File: src/rtl/route_compute_unit.sv
// Wormhole route stage: decodes the header target, picks an XY/YX output, holds the allocator grant to TLAST.
// req rises one cycle after the header; FWD is a zero-latency pass-through with s_tready = m_tready[port_sel]. RC_DROP_CNT_EN adds drop_cnt.
module route_compute_unit #(
  parameter int DATA_WIDTH     = 32,
  parameter int ID_WIDTH       = 4,
  parameter int CHANNEL_NUMBER = 5,
  parameter int MAX_ROUTERS_X  = 4,
  parameter int MAX_ROUTERS_Y  = 4,
  parameter int ROUTER_X       = 0,
  parameter int ROUTER_Y       = 0,
  parameter int ROUTING_MODE   = 0,
  parameter int TARGET_X_LSB   = 0,
  parameter int TARGET_Y_LSB   = 8,
  parameter int ROUTING_HEADER = 0,
  localparam int PW = (CHANNEL_NUMBER > 1) ? $clog2(CHANNEL_NUMBER) : 1
) (
  input  logic                      clk,
  input  logic                      rst_n,
  input  logic                      s_tvalid,
  output logic                      s_tready,
  input  logic [DATA_WIDTH-1:0]     s_tdata,
  input  logic [ID_WIDTH-1:0]       s_tid,
  input  logic                      s_tlast,
  output logic [CHANNEL_NUMBER-1:0] req,
  input  logic [CHANNEL_NUMBER-1:0] gnt,
  output logic [CHANNEL_NUMBER-1:0] m_tvalid,
  input  logic [CHANNEL_NUMBER-1:0] m_tready,
  output logic [DATA_WIDTH-1:0]     m_tdata,
  output logic [ID_WIDTH-1:0]       m_tid,
  output logic                      m_tlast,
  output logic [PW-1:0]             port_sel
`ifdef RC_DROP_CNT_EN
  ,
  output logic [15:0]               drop_cnt
`endif
);

  localparam int XW = (MAX_ROUTERS_X > 1) ? $clog2(MAX_ROUTERS_X) : 1;
  localparam int YW = (MAX_ROUTERS_Y > 1) ? $clog2(MAX_ROUTERS_Y) : 1;

  localparam logic [PW-1:0] P_LOCAL = PW'(0);
  localparam logic [PW-1:0] P_NORTH = PW'(1);
  localparam logic [PW-1:0] P_EAST  = PW'(2);
  localparam logic [PW-1:0] P_SOUTH = PW'(3);
  localparam logic [PW-1:0] P_WEST  = PW'(4);

  localparam logic [1:0] S_IDLE = 2'd0;
  localparam logic [1:0] S_REQ  = 2'd1;
  localparam logic [1:0] S_FWD  = 2'd2;
  localparam logic [1:0] S_DROP = 2'd3;

  logic [1:0]    state;
  logic [31:0]   tx, ty;
  logic [PW-1:0] x_port, y_port, route_port;
  logic          route_ok, is_hdr, xfer;

  assign tx = 32'(s_tdata[TARGET_X_LSB +: XW]);
  assign ty = 32'(s_tdata[TARGET_Y_LSB +: YW]);

  // Each dimension resolves to its own port; the dimension order picks which one wins.
  always_comb begin
    route_ok = (tx < 32'(MAX_ROUTERS_X)) && (ty < 32'(MAX_ROUTERS_Y));
    x_port   = P_LOCAL;
    y_port   = P_LOCAL;
    if (tx > 32'(ROUTER_X))      x_port = P_EAST;
    else if (tx < 32'(ROUTER_X)) x_port = P_WEST;
    if (ty > 32'(ROUTER_Y))      y_port = P_SOUTH;
    else if (ty < 32'(ROUTER_Y)) y_port = P_NORTH;
    if (ROUTING_MODE == 0) route_port = (x_port != P_LOCAL) ? x_port : y_port;
    else                   route_port = (y_port != P_LOCAL) ? y_port : x_port;
  end

  assign is_hdr  = (s_tid == ID_WIDTH'(ROUTING_HEADER));
  assign xfer    = s_tvalid && s_tready;
  assign m_tdata = s_tdata;
  assign m_tid   = s_tid;
  assign m_tlast = s_tlast;

  always_comb begin
    s_tready = 1'b0;
    m_tvalid = '0;
    case (state)
      S_IDLE: s_tready = s_tvalid && !(is_hdr && route_ok);
      S_FWD: begin
        s_tready = m_tready[port_sel];
        m_tvalid = CHANNEL_NUMBER'(s_tvalid) << port_sel;
      end
      S_DROP: s_tready = 1'b1;
      default: s_tready = 1'b0;
    endcase
  end

  // The grant is only sampled in REQ; the allocator keeps it while req is high.
  always_ff @(posedge clk or negedge rst_n) begin
    if (!rst_n) begin
      state    <= S_IDLE;
      port_sel <= '0;
      req      <= '0;
    end else begin
      case (state)
        S_IDLE: begin
          if (s_tvalid) begin
            if (is_hdr && route_ok) begin
              state    <= S_REQ;
              port_sel <= route_port;
              req      <= CHANNEL_NUMBER'(1) << route_port;
            end else if (!s_tlast) begin
              state <= S_DROP;
            end
          end
        end
        S_REQ: if (gnt[port_sel]) state <= S_FWD;
        S_FWD: begin
          if (xfer && s_tlast) begin
            state <= S_IDLE;
            req   <= '0;
          end
        end
        default: if (s_tvalid && s_tlast) state <= S_IDLE;
      endcase
    end
  end

`ifdef RC_DROP_CNT_EN
  // Any flit consumed in IDLE is the first flit of a discarded packet.
  always_ff @(posedge clk or negedge rst_n) begin
    if (!rst_n) begin
      drop_cnt <= '0;
    end else if ((state == S_IDLE) && xfer && (drop_cnt != 16'hFFFF)) begin
      drop_cnt <= drop_cnt + 16'd1;
    end
  end
`endif

endmodule

File: config.mk
export PLATFORM = sky130hd
export DESIGN_NAME = route_compute_unit
export DESIGN_NICKNAME = d
export VERILOG_FILES = /design/src/rtl/route_compute_unit.sv
export SDC_FILE = /design/constraint.sdc
export NUM_CORES = 1
export LEC_CHECK = 0
export BUFFER_PORTS_ARGS = -buffer_cell sky130_fd_sc_hd__buf_4
export CAP_MARGIN = 40
export CORE_UTILIZATION = 35
export CTS_CLUSTER_DIAMETER = 200
export DETAILED_ROUTE_END_ITERATION = 6
export PLACE_DENSITY_LB_ADDON = 0.08
export SYNTH_ARGS = -nofsm -noshare
export SYNTH_HDL_FRONTEND = slang
export SYNTH_SLANG_ARGS = --single-unit
export TNS_END_PERCENT = 10
File: constraint.sdc
create_clock -name clk -period 3.25 [get_ports clk]
set_clock_uncertainty 0.2 [all_clocks]
set_input_delay 0.1625 -clock clk [delete_from_list [all_inputs] [get_ports clk]]
set_output_delay 0.1625 -clock clk [all_outputs]
set_load 0.03 [all_outputs]
==> flow_summary_export.csv <==
group,metric,value,unit
worst_setup_path,slowest_stage,"dlygate4sd3_1",
timing,setup_viol,0,
synth,synth_common_cells,"buf_4, dfrtp_1, a21oi_1, nand2_1, nor2_1",
worst_setup_path,cp-start-kind,"flip-flop",
clocking,cts_buffer_depth,2,
synth,yosysMostFrequentCell,"buf_4",
timing,fmax,429,MHz
synth,synthCells,92,
worst_setup_path,cp-endpoint,"port_sel[0]",
global_routing,gr-usage-all-layers,11.9,%
global_routing,grt_pass1_vias,525,
die,die_w,50.8,um
drt,vias,603,
place,pre_cts_ws,1.05,ns
timing,setup_slack,0.917,ns
clocking,cts.sinks,8,
drt,drcViolationCount,0,
timing,post-route-period-util,71.8,%
synth,syn_avg_cell_area,9.07,um^2
worst_setup_path,required,3.24,ns
drt,via_per_inst,4.86,
drt,first_iter_violations,14,
synth,synth_ff_type,"dfrtp_1",
place,dp_hpwl,1290,um
synth,yosysWarnings,0,
pwr,power_density,550,nW/um^2
flow_run,cap_violations,0,
synth,synth_edf_count,0,
worst_setup_path,slowest_delay,0.58,ns
global_routing,grt_util_met1,16.1,%
global_routing,grt_overflow,0,
pwr,leakage,0.457,nW
worst_setup_path,end_kind,"flip-flop",
clocking,post-cts-setup-buffers,0,
clocking,cts_root_buffer,"clkbuf_4",
drt,drtAntennaViolNets,0,
global_routing,use_met3,2.08,%
worst_setup_path,crit_start,"state[0]",
die,start_util,37.4,%
die,die_h,50.8,um
clocking,path_clk_slew,0.06,ns
synth,yosysTopAreaCell,"buf_4",
pwr,peakVddDrop,0.000229,V
drt,wl_per_cell,13.1,um
worst_setup_path,crit_chain,"nor2b_1, or3b_4, o41ai_2, dlygate4sd3_1",
place,port_buffers,39,
global_routing,use_met2,18.4,%
worst_setup_path,arrival,2.32,ns
clocking,ctsHoldBuffers,3,
layout,antennaDiodeCount,0,
worst_setup_path,reg2reg_slack,0.92,ns
layout,final_util,40.7,%
synth,synth_top_area_share,36.0,%
die,boundaryPins,101,
worst_setup_path,worstPathMaxFanout,8,
die,coreArea,2230,um^2
layout,final_area,908,um^2
die,rows,17,
layout,drive_gt1_share,52.1,%
timing,rsz0062_at_grt,"no",
synth,synth_seq_area_share,24.0,%
global_routing,busiest_layer,"met2",
clocking,htree_levels,1,
worst_setup_path,reg2reg_to,"port_sel[0]",
clocking,cts_tree,"done",
timing,final_hold_viol_count,0,
clocking,post_cts_resized,0,
clocking,worstSkewPairLatency,0.25,ns
worst_setup_path,crit_type,"reg -> reg",
synth,yosysUniqueCellTypes,30,
place,place_area,856,um^2
layout,area_growth_syn_to_layout,8.85,%
timing,min_period,2.33,ns
synth,synth_area,835,um^2
min_path,min_path_type,"in -> reg",
place,place_congestion,0.656,
layout,fin_nets,148,
drt,dr.pass1.iters,4,
timing,setup_tns,0,ns
synth,async_flop_share,100,%
run_status,status,"complete, no violations",
layout,fillerInstances,229,
global_routing,antenna_found_initial,0,
clocking,numCtsBuffers,3,
worst_setup_path,timing.rr.start,"state[0]",
global_routing,grt_max_degree,13,
global_routing,grt_pass1_wl,2350,um
synth,synth_seq_cells,8,
die,die_area,2580,um^2
timing,slew_viol_final,0,
worst_setup_path,rr_worst_depth,4,
synth,yosys-top-cells-area,"buf_4, dfrtp_1, o2bb2ai_1, mux2_1, mux4_2",
drt,routed_wl,1620,um
timing,timing.hold.ws,0.0267,ns
==> stage by stage <==
stage | std cells | total power, mW
floorplan | 94 | 0.403
global placement | 118 | 0.420
detailed placement | 118 | 0.425
CTS | 124 | 0.505
global route | 124 | 0.531
finish | 124 | 0.499
==> worst max-delay path: cells and delay by family, from the launching register on <==
family	cells	cell delay (ns)
buffers and inverters	1	0.58
AND/OR/NAND/NOR	2	0.84
flip-flops	1	0.45
AO/OA/AOI/OAI	1	0.19
==> layout make-up <==
cell class              instances  area (um^2)  share of cell area, %
multi-input cells              43          328                   36.1
flip-flops and latches          8          200                   22.0
well taps                      28         35.0                   3.86
clock buffers                   3         22.5                   2.48
repair buffers                 42          323                   35.5
==> worst min-delay path by stage <==
stage,startpoint,to,cells after the start
2_1_floorplan,rst_n,port_sel[0],0
3_3_place_gp,rst_n,req[3],1
3_5_place_dp,rst_n,req[3],1
4_1_cts,s_tvalid,state[0],3
5_1_grt,s_tvalid,state[0],3
6_report,s_tvalid,state[0],3
==> power by group <==
part	leakage, nW	switching (mW)	internal [mW]
Sequential	0.106	0.0424	0.118
Clock	0.0138	0.0336	0.0423
Combinational	0.337	0.141	0.122
Total	0.457	0.217	0.283
==> sequential cells by signal (all words and copies together) (netlist names) <==
name	count
port_sel	2
req	4
state	2
==> placed cells by master (no fill, tap or decap), types with 2 or more instances in the layout <==
cell type      instances
dfrtp_1                8
dlygate4sd3_1          3
a21oi_1                4
clkbuf_4               3
nor2_1                 4
nor2b_1                2
nand2_1                4
conb_1                 3
mux2_1                 2
nor3b_1                3
o2bb2ai_1              3
buf_4                 39
==> cell families after synthesis <==
kind of cell           synth area share [%]
multiplexers                           9.74
AND/OR/NAND/NOR                        15.4
other                                 0.449
AO/OA/AOI/OAI                          12.7
flip-flops                             24.0
buffers and inverters                  37.6
==> metal layers <==
layer / vias up / routed length (um)
met3: 4 / 142
met1: 275 / 699
met2: 37 / 769
li1: 287 / -
met4: 0 / 12
met5: - / 0
(Power assumes the default switching activity.)
